## src/rtl/fft_stage_sequencer.sv

```systemverilog
// fft_stage_sequencer: control for an in-place radix-2 DIT FFT built around a single
// shared butterfly. It steps through every stage, issues the A/B sample addresses and
// the twiddle index for each butterfly, and waits for the butterfly pipeline to empty
// between stages.
module fft_stage_sequencer #(
    parameter  int N        = 16,
    parameter  int W        = 16,
    parameter  int PIPE_LAT = 2,
    localparam int LOGN     = $clog2(N),
    localparam int SW       = $clog2(LOGN)
) (
    input  logic            clk,
    input  logic            rst_n,
    input  logic            start,
    output logic            busy,
    output logic            done,
    output logic            bf_valid,
    input  logic            bf_ready,
    output logic [LOGN-1:0] addr_a,
    output logic [LOGN-1:0] addr_b,
    output logic [LOGN-2:0] tw_idx,
    output logic [SW-1:0]   stage
);

    // Index of the butterfly within a stage (0..N/2-1).
    localparam int BW = LOGN - 1;
    // The drain counter runs from 0 to PIPE_LAT-1. It keeps a width of one bit even
    // when PIPE_LAT is 0 or 1.
    localparam int DCW = (PIPE_LAT > 1) ? $clog2(PIPE_LAT) : 1;
    localparam int unsigned DRAIN_LAST = (PIPE_LAT > 0) ? PIPE_LAT - 1 : 0;
    localparam logic [BW-1:0]  B_LAST = BW'(N / 2 - 1);
    localparam logic [SW-1:0]  S_LAST = SW'(LOGN - 1);
    localparam logic [DCW-1:0] D_LAST = DCW'(DRAIN_LAST);

    // W only describes the sample path. It is checked here because nothing in this
    // block does arithmetic on it.
    if (N < 4 || (N & (N - 1)) != 0 || W < 1 || PIPE_LAT < 0) begin : g_bad_params
        $error("fft_stage_sequencer: illegal parameter set");
    end

    typedef enum logic [1:0] {IDLE, ISSUE, DRAIN, DONE} state_t;

    state_t          state_q, state_d;
    logic [SW-1:0]   stage_q, stage_d;
    logic [BW-1:0]   b_q, b_d;
    logic [DCW-1:0]  drain_q, drain_d;
    logic [LOGN-1:0] addr_a_q, addr_a_d, addr_b_q, addr_b_d;
    logic [BW-1:0]   tw_q, tw_d;

    logic            accept, last_bf, last_stage, drain_end, load_addr;
    logic [LOGN-1:0] half, grp, pos, calc_a, calc_b;
    logic [BW-1:0]   calc_tw;

    assign accept     = (state_q == ISSUE) && bf_ready;
    assign last_bf    = (b_q == B_LAST);
    assign last_stage = (stage_q == S_LAST);
    assign drain_end  = (drain_q == D_LAST);

    // FSM state register and the registered stage, butterfly and address state.
    always_ff @(posedge clk) begin
        if (!rst_n) begin
            state_q  <= IDLE;
            stage_q  <= '0;
            b_q      <= '0;
            drain_q  <= '0;
            addr_a_q <= '0;
            addr_b_q <= '0;
            tw_q     <= '0;
        end else begin
            state_q  <= state_d;
            stage_q  <= stage_d;
            b_q      <= b_d;
            drain_q  <= drain_d;
            addr_a_q <= addr_a_d;
            addr_b_q <= addr_b_d;
            tw_q     <= tw_d;
        end
    end

    // Next-state logic. When PIPE_LAT is 0 the design skips DRAIN and goes straight
    // to the next stage.
    always_comb begin
        state_d = state_q;
        case (state_q)
            IDLE:  if (start) state_d = ISSUE;
            ISSUE: begin
                if (accept && last_bf) begin
                    if (PIPE_LAT > 0)    state_d = DRAIN;
                    else if (last_stage) state_d = DONE;
                end
            end
            DRAIN: begin
                if (drain_end) state_d = last_stage ? DONE : ISSUE;
            end
            DONE:    state_d = IDLE;
            default: state_d = IDLE;
        endcase
    end

    // Stage, butterfly and drain counters. stage stays at its value through the run
    // and goes back to 0 after DONE.
    always_comb begin
        stage_d = stage_q;
        b_d     = b_q;
        drain_d = drain_q;
        case (state_q)
            IDLE: begin
                if (start) begin
                    stage_d = '0;
                    b_d     = '0;
                end
            end
            ISSUE: begin
                if (accept) begin
                    if (last_bf) begin
                        b_d     = '0;
                        drain_d = '0;
                        if (PIPE_LAT == 0 && !last_stage) stage_d = stage_q + 1'b1;
                    end else begin
                        b_d = b_q + 1'b1;
                    end
                end
            end
            DRAIN: begin
                if (drain_end) begin
                    drain_d = '0;
                    if (!last_stage) stage_d = stage_q + 1'b1;
                end else begin
                    drain_d = drain_q + 1'b1;
                end
            end
            DONE:    stage_d = '0;
            default: ;
        endcase
    end

    // Address generation from the next (stage, b) pair. The result is registered, so
    // the addresses are ready in the same cycle that bf_valid goes high.
    always_comb begin
        half    = LOGN'(1) << stage_d;
        grp     = LOGN'(b_d) >> stage_d;
        pos     = LOGN'(b_d) & (half - LOGN'(1));
        calc_a  = ((grp << stage_d) << 1) | pos;
        calc_b  = calc_a + half;
        calc_tw = BW'(pos << (S_LAST - stage_d));
    end

    // Load new operands only when a butterfly is about to be presented. At all other
    // times, including a stalled handshake, DRAIN and IDLE, the outputs hold.
    always_comb begin
        load_addr = (state_d == ISSUE) && ((state_q != ISSUE) || accept);
        addr_a_d  = addr_a_q;
        addr_b_d  = addr_b_q;
        tw_d      = tw_q;
        if (load_addr) begin
            addr_a_d = calc_a;
            addr_b_d = calc_b;
            tw_d     = calc_tw;
        end
    end

    // Output decode from the registered state.
    always_comb begin
        bf_valid = (state_q == ISSUE);
        busy     = (state_q == ISSUE) || (state_q == DRAIN);
        done     = (state_q == DONE);
        addr_a   = addr_a_q;
        addr_b   = addr_b_q;
        tw_idx   = tw_q;
        stage    = stage_q;
    end

endmodule
```

## config.mk

```make
export PLATFORM = sky130hd
export DESIGN_NAME = fft_stage_sequencer
export DESIGN_NICKNAME = d
export VERILOG_FILES = /design/src/rtl/fft_stage_sequencer.sv
export SDC_FILE = /design/constraint.sdc
export NUM_CORES = 1
export LEC_CHECK = 0
export BUFFER_PORTS_ARGS = -buffer_cell sky130_fd_sc_hd__buf_2
export CAP_MARGIN = 10
export CELL_PAD_IN_SITES_DETAIL_PLACEMENT = 1
export CELL_PAD_IN_SITES_GLOBAL_PLACEMENT = 1
export CORE_ASPECT_RATIO = 0.9
export CORE_UTILIZATION = 45
export CTS_CLUSTER_SIZE = 24
export DETAILED_ROUTE_END_ITERATION = 10
export GPL_TIMING_DRIVEN = 0
export PLACE_DENSITY_LB_ADDON = 0.1
export SYNTH_ARGS = -nofsm -noshare
export SYNTH_HDL_FRONTEND = slang
export SYNTH_SLANG_ARGS = --single-unit
```

## constraint.sdc

```tcl
create_clock -name clk -period 8.4 [get_ports clk]
set_input_delay 1.26 -clock clk [delete_from_list [all_inputs] [get_ports clk]]
set_output_delay 1.26 -clock clk [all_outputs]
set_load 0.02 [all_outputs]
```

# Word-level counts from Yosys, hierarchy flattened
# Cells that the tools add are included.
# op_classes
n_addsub,6
n_eq_ne,9
shift,4
muxes,17
bitwise_logic,2
reduce_logical,8
# ops
cell,count
2-to-1 mux 2 bit,7
2-to-1 mux 3 bit,3
case mux 2 bit (4 select lines),1
left shift 4 x 2 -> 3 bit,2
"== test 2 bit, second input constant",3
"!= test 2 x 1 -> 1 bit, second input constant",3
case mux 2 bit (3 select lines),1
case mux 3 bit (2 select lines),1
adder 4 bit,1
AND 3 x 4 -> 4 bit,1
"== test 2 x 1 -> 1 bit, second input constant",2
OR 4 bit,1
"left shift 1 x 2 -> 4 bit, first input constant",1
right shift 3 x 2 -> 4 bit,1
"subtractor 4 x 1 -> 4 bit, second input constant",1
"adder 3 x 1 -> 3 bit, second input constant",1
"== test 3 bit, second input constant",1
logical AND 1 bit,3
2-to-1 mux 1 bit,3
AND reduction 3 bit,1
"adder 2 x 1 -> 2 bit, second input constant",1
zero test 2 bit,1
logical OR 1 bit,2
case mux 1 bit (2 select lines),1
other kinds (3),3
# word_totals
register_bits,19
in_bits,4
out_inout_bits,16

# Depth between registers and ports, before layout
# Gate-level depths: netlist of the first run.
# logic_depth
depth_word,9
depth_mapped,13
depth_no_buf,11

# Worst setup path after synthesis of the first run
# No wires, ideal clock.
# synth_timing
path_kind,in2reg
startpoint,input start
endpoint,"register addr_b_q[2], in the netlist addr_b[2]"
arrival_time_ns,2.883
required_time_ns,8.270
slack_ns,5.387
path_stages,9
path_buffers,1
path_cell_list,nor2b_1 -> o21ai_1 -> and2_1 -> buf_2 -> mux2_2 -> fa_1 -> xnor2_1 -> mux2i_1 -> nor2_1
# synth_between
elab_chain_cells,7
elab_cells_between_ends,15
# synth_lines
element,line_no,rtl
start: declaration,14,"input logic start,"
2-to-1 mux 2 bit,108,if (start) begin
case mux 2 bit (3 select lines),106,case (state_q)
left shift 1 x 2 -> 4 bit,140,half = LOGN'(1) << stage_d;
subtractor 4 x 1 -> 4 bit,142,pos = LOGN'(b_d) & (half - LOGN'(1));
AND 3 x 4 -> 4 bit,142,
OR 4 bit,143,calc_a = ((grp << stage_d) << 1) | pos;
adder 4 bit,144,calc_b = calc_a + half;
end signal: assignment,75,addr_b_q <= addr_b_d;
end: declaration,47,"logic [LOGN-1:0] addr_a_q, addr_a_d, addr_b_q, addr_b_d;"
# Parallel ways exist; a longest one is shown, timed or not.
# A chain may end at the register's enable or synchronous reset.

# Worst setup path after layout of the first run
# layout_timing
startpoint,input bf_ready
endpoint,"register addr_b_q[3], in the netlist addr_b[3]"
# layout_between
elab_chain_cells,7
elab_cells_between_ends,14
# layout_lines
element,line_no,rtl
start: declaration,18,"input logic bf_ready,"
logical AND 1 bit *,54,assign accept = (state_q == ISSUE) && bf_ready;
2-to-1 mux 3 bit *,114,if (accept) begin
case mux 3 bit (2 select lines) *,106,
right shift 3 x 2 -> 4 bit,141,grp = LOGN'(b_d) >> stage_d;
left shift 4 x 2 -> 3 bit,143,
OR 4 bit *,143,
named net calc_a[2],51,"logic [LOGN-1:0] half, grp, pos, calc_a, calc_b;"
adder 4 bit *,144,
# The timed path passes the listed nets; every way through them passes the cells marked *.

==> impl_metrics.yaml, run 1 <==
sta:
  slew_headroom_pct: 58.3
  setup_viol: 0
  finalHoldViolCount: 0
  setup_slack_ps: 5180
  period_needed_ps: 3220
  fmax_ghz: 0.310
  rsz0062_at_grt: "no"
  fin_skew_ps: 11.5
  slew_violations: 0
  tightest_slew_ps: 626
  period_share_pct: 38.4
  setup_tns_ps: 0
final_layout:
  fill_cells: 297
  syn2layout_area_growth_pct: 12.8
  seqCellArea_um2: 380
  layout-drive-gt1-share_pct: 25.6
  fin_area_um2: 1380
  diodes: 0
  final_common_cell: "buf_2"
  layout_common_cells: "buf_2 (22), dfxtp_1 (19), nor2_1 (14)"
  multiInputGateArea_um2: 773
  fin_util_pct: 55.0
  nets: 175
yosys:
  yosysTopAreaCellShare_pct: 31.1
  yosys_register_bits: 19
  yosysSeqAreaShare_pct: 31.1
  ys_types: 40
  postSynthCellCount: 137
  yosysTopAreaCell: "dfxtp_1"
  synth_fp_nets: 151
  ys_top_cells_by_area: "dfxtp_1 (31%), ha_1 (9.2%), nor2_1 (4.3%)"
  synth_area_per_cell_um2: 8.94
  synth.cell_area_um2: 1220
  yosys_warnings: 0
flow_run:
  drv_cap: 0
detailed_routing:
  via_per_inst: 6.04
  ant_nets: 0
  vias: 1135
  routedWlPerCell_um: 17.0
  first_iter_violations: 24
  first_pass_iters: 4
  drc_errors: 0
  wl_um: 3200
cts:
  clockRootBuffer: "clkbuf_4"
  clk_pin_slew_worst_paths_ps: 100
  cts_hold_buf: 0
  cts_setup_buffers: 0
  cts.path.max_buffers: 2
  cts_resized: 0
  cts_buffers: 3
  clock_sinks: 19
  clk_latency_ps: 300
  cts_tree: "done"
  cts_max_level: 1
critical_path:
  cp-start-kind: "input port"
  worstPathMaxFanout: 7
  crit_path_end_kind: "flop"
  worstPathArrival_ps: 3440
  slowest_stage: "a22oi_1"
  crit_path_start: "bf_ready"
  max_stage_delay_ps: 500
  critical_path_class: "in2reg"
  timing.reg2reg.setup_slack_ps: 5240
  crit_buf_inv: 1
  cp.required_ps: 8620
  crit_chain: "buf_2, mux2_2, a22oi_1, nand2b_1, nand2_1, ha_1, a21oi_1, or3_1, a31oi_1"
  r2r-start: "state_q[0]"
  cp_top_family: "compound AO/OA/AOI/OAI gates"
placed_design:
  gp_congestion: 0.840
  placed_area_um2: 1360
  io_buffers: 19
  dp_slack_ps: 4940
  hpwl_um: 2500
floorplanning:
  die_y_um: 51.5
  initial_utilization_pct: 48.8
  io_pins: 20
  num_rows: 17
  die_w_um: 57.0
  core_um2: 2510
  die_area_um2: 2930
worst_hold_path:
  min_path_type: "reg2reg"
  hold_start: "addr_a[3]"
global_routing:
  grt_pass1_wl_um: 5240
  grt-ovfl-total: 0
  grt_use_total_pct: 23.5
  grt_pass1_vias: 1132
  grt_max_degree: 11
  antenna_found_initial: 0
pwr:
  vdd_drop_max_uv: 76.8
  power_density_nw_per_um2: 143
  p_total_uw: 197
  power.leakage_nw: 0.635
run_status:
  status: "completed"
kinds of logic (layout without fill, tap and decap cells):
family / Yosys count / after routing / share of synthesized area (%)
AOI/OAI and AO/OA: 38 / 38 / 25.7
DFF: 19 / 19 / 31.1
xor gates and xnor gates: 1 / 1 / 0.715
muxes: 7 / 7 / 6.13
adders and majority gates: 10 / 10 / 10.8
other: 1 / 1 / 0.306
buffers and inverters: 14 / 37 / 5.82
and+or+nand+nor: 47 / 47 / 19.4
power breakdown:
| part | switching (mW) | total [mW] | leakage [nW] | internal (mW) |
|---|---|---|---|---|
| clock network | 0.0284 | 0.0469 | 0.0150 | 0.0185 |
| registers | 0.00329 | 0.0982 | 0.155 | 0.0949 |
| logic | 0.0322 | 0.0518 | 0.465 | 0.0196 |
Yosys cell counts (all sizes together):
cell     count
a31oi        6
o21a         1
o211a        1
nand4bb      1
a2111oi      2
inv          8
xnor2        1
a211oi       2
a31o         1
nor2        14
mux2i        3
o311a        2
or3          2
and3b        1
nand2       12
nand3b       2
ha           9
a22o         1
nand3        4
buf          6
nor2b        2
nand2b       5
mux2         4
o211ai       3
nand4        1
conb         1
a41o         1
dfxtp       19
a21oi        7
and2         2
o21ai        9
nor4bb       1
fa           1
a22oi        2
path summary, 6_finish.rpt:
check	end	cells past startpoint
setup / recovery	addr_b[3]	9
hold / removal	addr_a[3]	2
setup reg to reg	addr_b[2]	12
hold reg to reg	addr_a[3]	2
metrics by stage:
stage	hold slack, ps	instances
5_1_grt	495	188
2_1_floorplan	543	137
4_1_cts	487	188
3_5_place_dp	465	184
3_3_place_gp	454	184
6_report	479	188
tightest hold or removal path, delay by kind of cell, from the launching register on:
kind | cells | cell delay, ps
DFF | 1 | 320
AOI/OAI and AO/OA | 1 | 60
and+or+nand+nor | 1 | 60
state kept, by name (all words and copies together), names as in the netlist:
| name | flops |
|---|---|
| stage | 2 |
| addr_a | 4 |
| tw_idx | 3 |
| addr_b | 4 |
| drain_end | 1 |
| state_q | 2 |
| b_q | 3 |
layer usage:
layer  GRT usage (%)  vias to the layer above  routed length (um)
met1            28.8                      558                1440
met5               0                        -                   0
met3            5.72                        6                 117
met2            41.0                       30                1590
li1                -                      541                   -
met4            6.91                        0                  57
final cells by class:
type                            count  area share [%]
Tap cell                           28            2.54
Inverter                            8            2.17
Multi-Input combinational cell    104            56.0
Clock buffer                        4            1.90
Sequential cell                    19            27.5
Buffer                              6            2.99
Timing Repair Buffer               19            6.88
No activity file was read; power rests on OpenSTA's default activity.
==> run 2, diff against run 1 <==
--- a/config.mk
+++ b/config.mk
@@ -5,12 +5,13 @@
 export SDC_FILE = /design/constraint.sdc
 export NUM_CORES = 1
 export LEC_CHECK = 0
+export ABC_AREA = 1
 export BUFFER_PORTS_ARGS = -buffer_cell sky130_fd_sc_hd__buf_2
 export CAP_MARGIN = 10
 export CELL_PAD_IN_SITES_DETAIL_PLACEMENT = 1
 export CELL_PAD_IN_SITES_GLOBAL_PLACEMENT = 1
 export CORE_ASPECT_RATIO = 0.9
-export CORE_UTILIZATION = 45
+export CORE_UTILIZATION = 34
 export CTS_CLUSTER_SIZE = 24
 export DETAILED_ROUTE_END_ITERATION = 10
 export GPL_TIMING_DRIVEN = 0
==> constraint.sdc (replaced) <==
create_clock -name clk -period 2.7 [get_ports clk]
set_input_delay 0.405 -clock clk [delete_from_list [all_inputs] [get_ports clk]]
set_output_delay 0.405 -clock clk [all_outputs]
set_load 0.02 [all_outputs]
==> run 2 against run 1 <==
  * Final cell count up 35%
  * Sequential share of layout area down 0.29 points
  * Synthesized area down 1.7%
  * Synthesized cell count up 36%
  * Via count up 3.8%
  * Largest power group is now combinational logic
==> impl_metrics.yaml, run 2 <==
run_status:
  status: "completed"
cts:
  clk_latency_ps: 260
  clk_pin_slew_worst_paths_ps: 80
  cts.path.max_buffers: 2
  cts_hold_buf: 0
  cts_buffers: 3
  cts_tree: "done"
  clock_sinks: 19
  cts_max_level: 1
  clockRootBuffer: "clkbuf_8"
floorplanning:
  io_pins: 20
  die_w_um: 64.7
  initial_utilization_pct: 35.6
  core_um2: 3380
  die_y_um: 58.4
  die_area_um2: 3780
  num_rows: 20
yosys:
  yosys_register_bits: 19
  yosysMostFrequentCell: "nand2_1"
  synth_commonest_cells: "nand2_1 (61), nor2_1 (29), inv_1 (25), dfxtp_1 (19), nand3_1 (14)"
  postSynthCellCount: 186
  synthArstFlopShare_pct: 0
  yosysSeqAreaShare_pct: 31.6
  yosysTopAreaCell: "dfxtp_1"
  ys_top_cells_by_area: "dfxtp_1 (32%), nand2_1 (19%), ha_1 (9.4%)"
  yosysTopAreaCellShare_pct: 31.6
  synth_area_per_cell_um2: 6.47
  yosys_warnings: 0
  synth_edf_count: 0
  ys_types: 23
  synth_fp_nets: 200
  synth.cell_area_um2: 1200
  synth_ff_type: "dfxtp_1"
worst_hold_path:
  min_path_type: "reg2reg"
  min_to: "addr_b[0]"
  hold_depth: 2
  hold_start: "addr_b[0]"
final_layout:
  layout_common_cells: "nand2_1 (61), nor2_1 (29), inv_1 (25)"
  syn2layout_area_growth_pct: 16.7
  nets: 224
  fin_util_pct: 41.6
  layout-drive-gt1-share_pct: 19.1
  final_common_cell: "nand2_1"
  diodes: 0
sta:
  rsz0062_at_grt: "no"
  slew_violations: 0
  fmax_ghz: 0.399
  period_needed_ps: 2500
  fin_skew_ps: 4.46
  finalHoldViolCount: 0
  period_share_pct: 92.7
  setup_tns_ps: 0
  setup_viol: 0
  holdWs_ps: 452
detailed_routing:
  first_pass_iters: 4
  routedWlPerCell_um: 11.7
  vias: 1178
  drc_errors: 0
  first_iter_violations: 38
  wl_um: 2960
  via_per_inst: 4.66
  ant_nets: 0
global_routing:
  grt_pass1_vias: 1086
  grt-ovfl-total: 0
  grt_pass1_wl_um: 5020
  grt_max_degree: 12
  antenna_found_initial: 0
  grt_use_total_pct: 17.3
critical_path:
  crit_buf_inv: 2
  cp_top_family: "simple AND/OR/NAND/NOR gates"
  critical_path_class: "reg2reg"
  crit_path_end_kind: "flop"
  ff2ff_path_depth: 14
  r2r-start: "state_q[0]"
  timing.reg2reg.setup_slack_ps: 200
  r2r-end: "addr_b[2]"
  slowest_stage: "fa_1"
  cp-start-kind: "flop"
  crit_top_cell: "nand2_1"
  worstPathArrival_ps: 2660
  worstPathMaxFanout: 6
  max_stage_delay_ps: 430
  crit_chain: "inv_1, ha_1, nand2_1, nand2_1, nand2_1, nand2_1, nor2_1, nand2_1, nand2_1, inv_1, fa_1, xnor2_1, o21ai_0, nor2_1"
  cp.required_ps: 2860
pwr:
  p_int_uw: 766
  power_density_nw_per_um2: 1120
  clockPowerShare_pct: 13.1
  power_switching_uw: 809
  vdd_drop_max_uv: 438
  comb_power_share_pct: 61.0
  pwr-share-seq_pct: 25.9
  power.leakage_nw: 0.764
  power.share.switching_pct: 51.4
flow_run:
  drv_cap: 0
placed_design:
  gp_congestion: 0.852
  io_buffers: 19
  hpwl_um: 2420
[run 2: changes by cell type after synthesis, sizes merged, moves of 3 or more]
cell,delta
a31oi,-6
buf,-6
inv,+19
mux2,-4
mux2i,-3
nand2,+54
nand2b,-5
nand3,+12
nor2,+17
o21ai,-5
[run 2: power by group through the flow]
| stage | sequential (mW) | combinational [mW] | clock [mW] |
|---|---|---|---|
| CTS | 0.404 | 0.982 | 0.212 |
| finish | 0.408 | 0.960 | 0.206 |
| global placement | 0.405 | 0.944 | 0 |
| floorplan | 0.451 | 0.690 | 0 |
| detailed placement | 0.410 | 0.976 | 0 |
| global route | 0.420 | 1.10 | 0.223 |
[run 2: through the flow]
stage	power (mW)	instance area, um^2	worst slack (ps)	instances
floorplan	1.14	1200	383	186
global placement	1.35	1350	170	249
detailed placement	1.39	1350	125	249
CTS	1.60	1400	102	253
global route	1.74	1410	20.4	253
finish	1.57	1410	197	253
[run 2: cell families after synthesis]
logic type               count (synthesis)  synth area share [%]
AND/OR/NAND/NOR                        115                  41.1
buffers and inverters                   28                  9.04
flip-flops                              19                  31.6
AO/OA/AOI/OAI                           12                  6.24
adder cells (fa/ha/maj)                 10                  11.0
XOR/XNOR                                 1                 0.728
other                                    1                 0.312
[run 2: worst reg2reg max path: cells and delay by family, from the launching register on]
| kind | cells | cell delay, ps |
|---|---|---|
| XOR/XNOR | 1 | 130 |
| flip-flops | 1 | 390 |
| buffers and inverters | 2 | 190 |
| adder cells (fa/ha/maj) | 2 | 690 |
| AO/OA/AOI/OAI | 1 | 160 |
| AND/OR/NAND/NOR | 8 | 850 |
[run 2: final cells by class]
class | count | area (um^2)
Clock inverter | 1 | 5.00
Buffer | 1 | 7.51
Sequential cell | 19 | 383
Multi-Input combinational cell | 139 | 717
Clock buffer | 3 | 41.3
Timing Repair Buffer | 19 | 95.1
Fill cell | 471 | 1970
Inverter | 27 | 101
Tap cell | 44 | 55.1
[run 2: routing by layer]
metal	wire length (um)	track usage (%)	share of wire [%]	up-vias
li1	-	-	-	613
met1	1510	23.4	51	543
met2	1340	28.1	45	18
met3	87	4.07	2.9	4
met4	15	3.49	0.51	0
met5	0	0	0	-
[run 2: timing repair]
| action | 4_1_cts | 5_1_grt |
|---|---|---|
| setup endpoints to repair | 0 | 2 |
| buffers inserted | 0 | 0 |
| resized for setup | 0 | 3 |
[run 2: worst max path at each step]
stage                     from         to  slack, ps  cells past startpoint
floorplan           state_q[1]  addr_b[2]        380                     13
global placement    state_q[0]  addr_b[2]        170                     14
detailed placement  state_q[0]  addr_b[2]        120                     14
CTS                 state_q[0]  addr_b[2]        100                     14
global route        state_q[0]  addr_b[2]         20                     14
finish              state_q[0]  addr_b[2]        200                     14
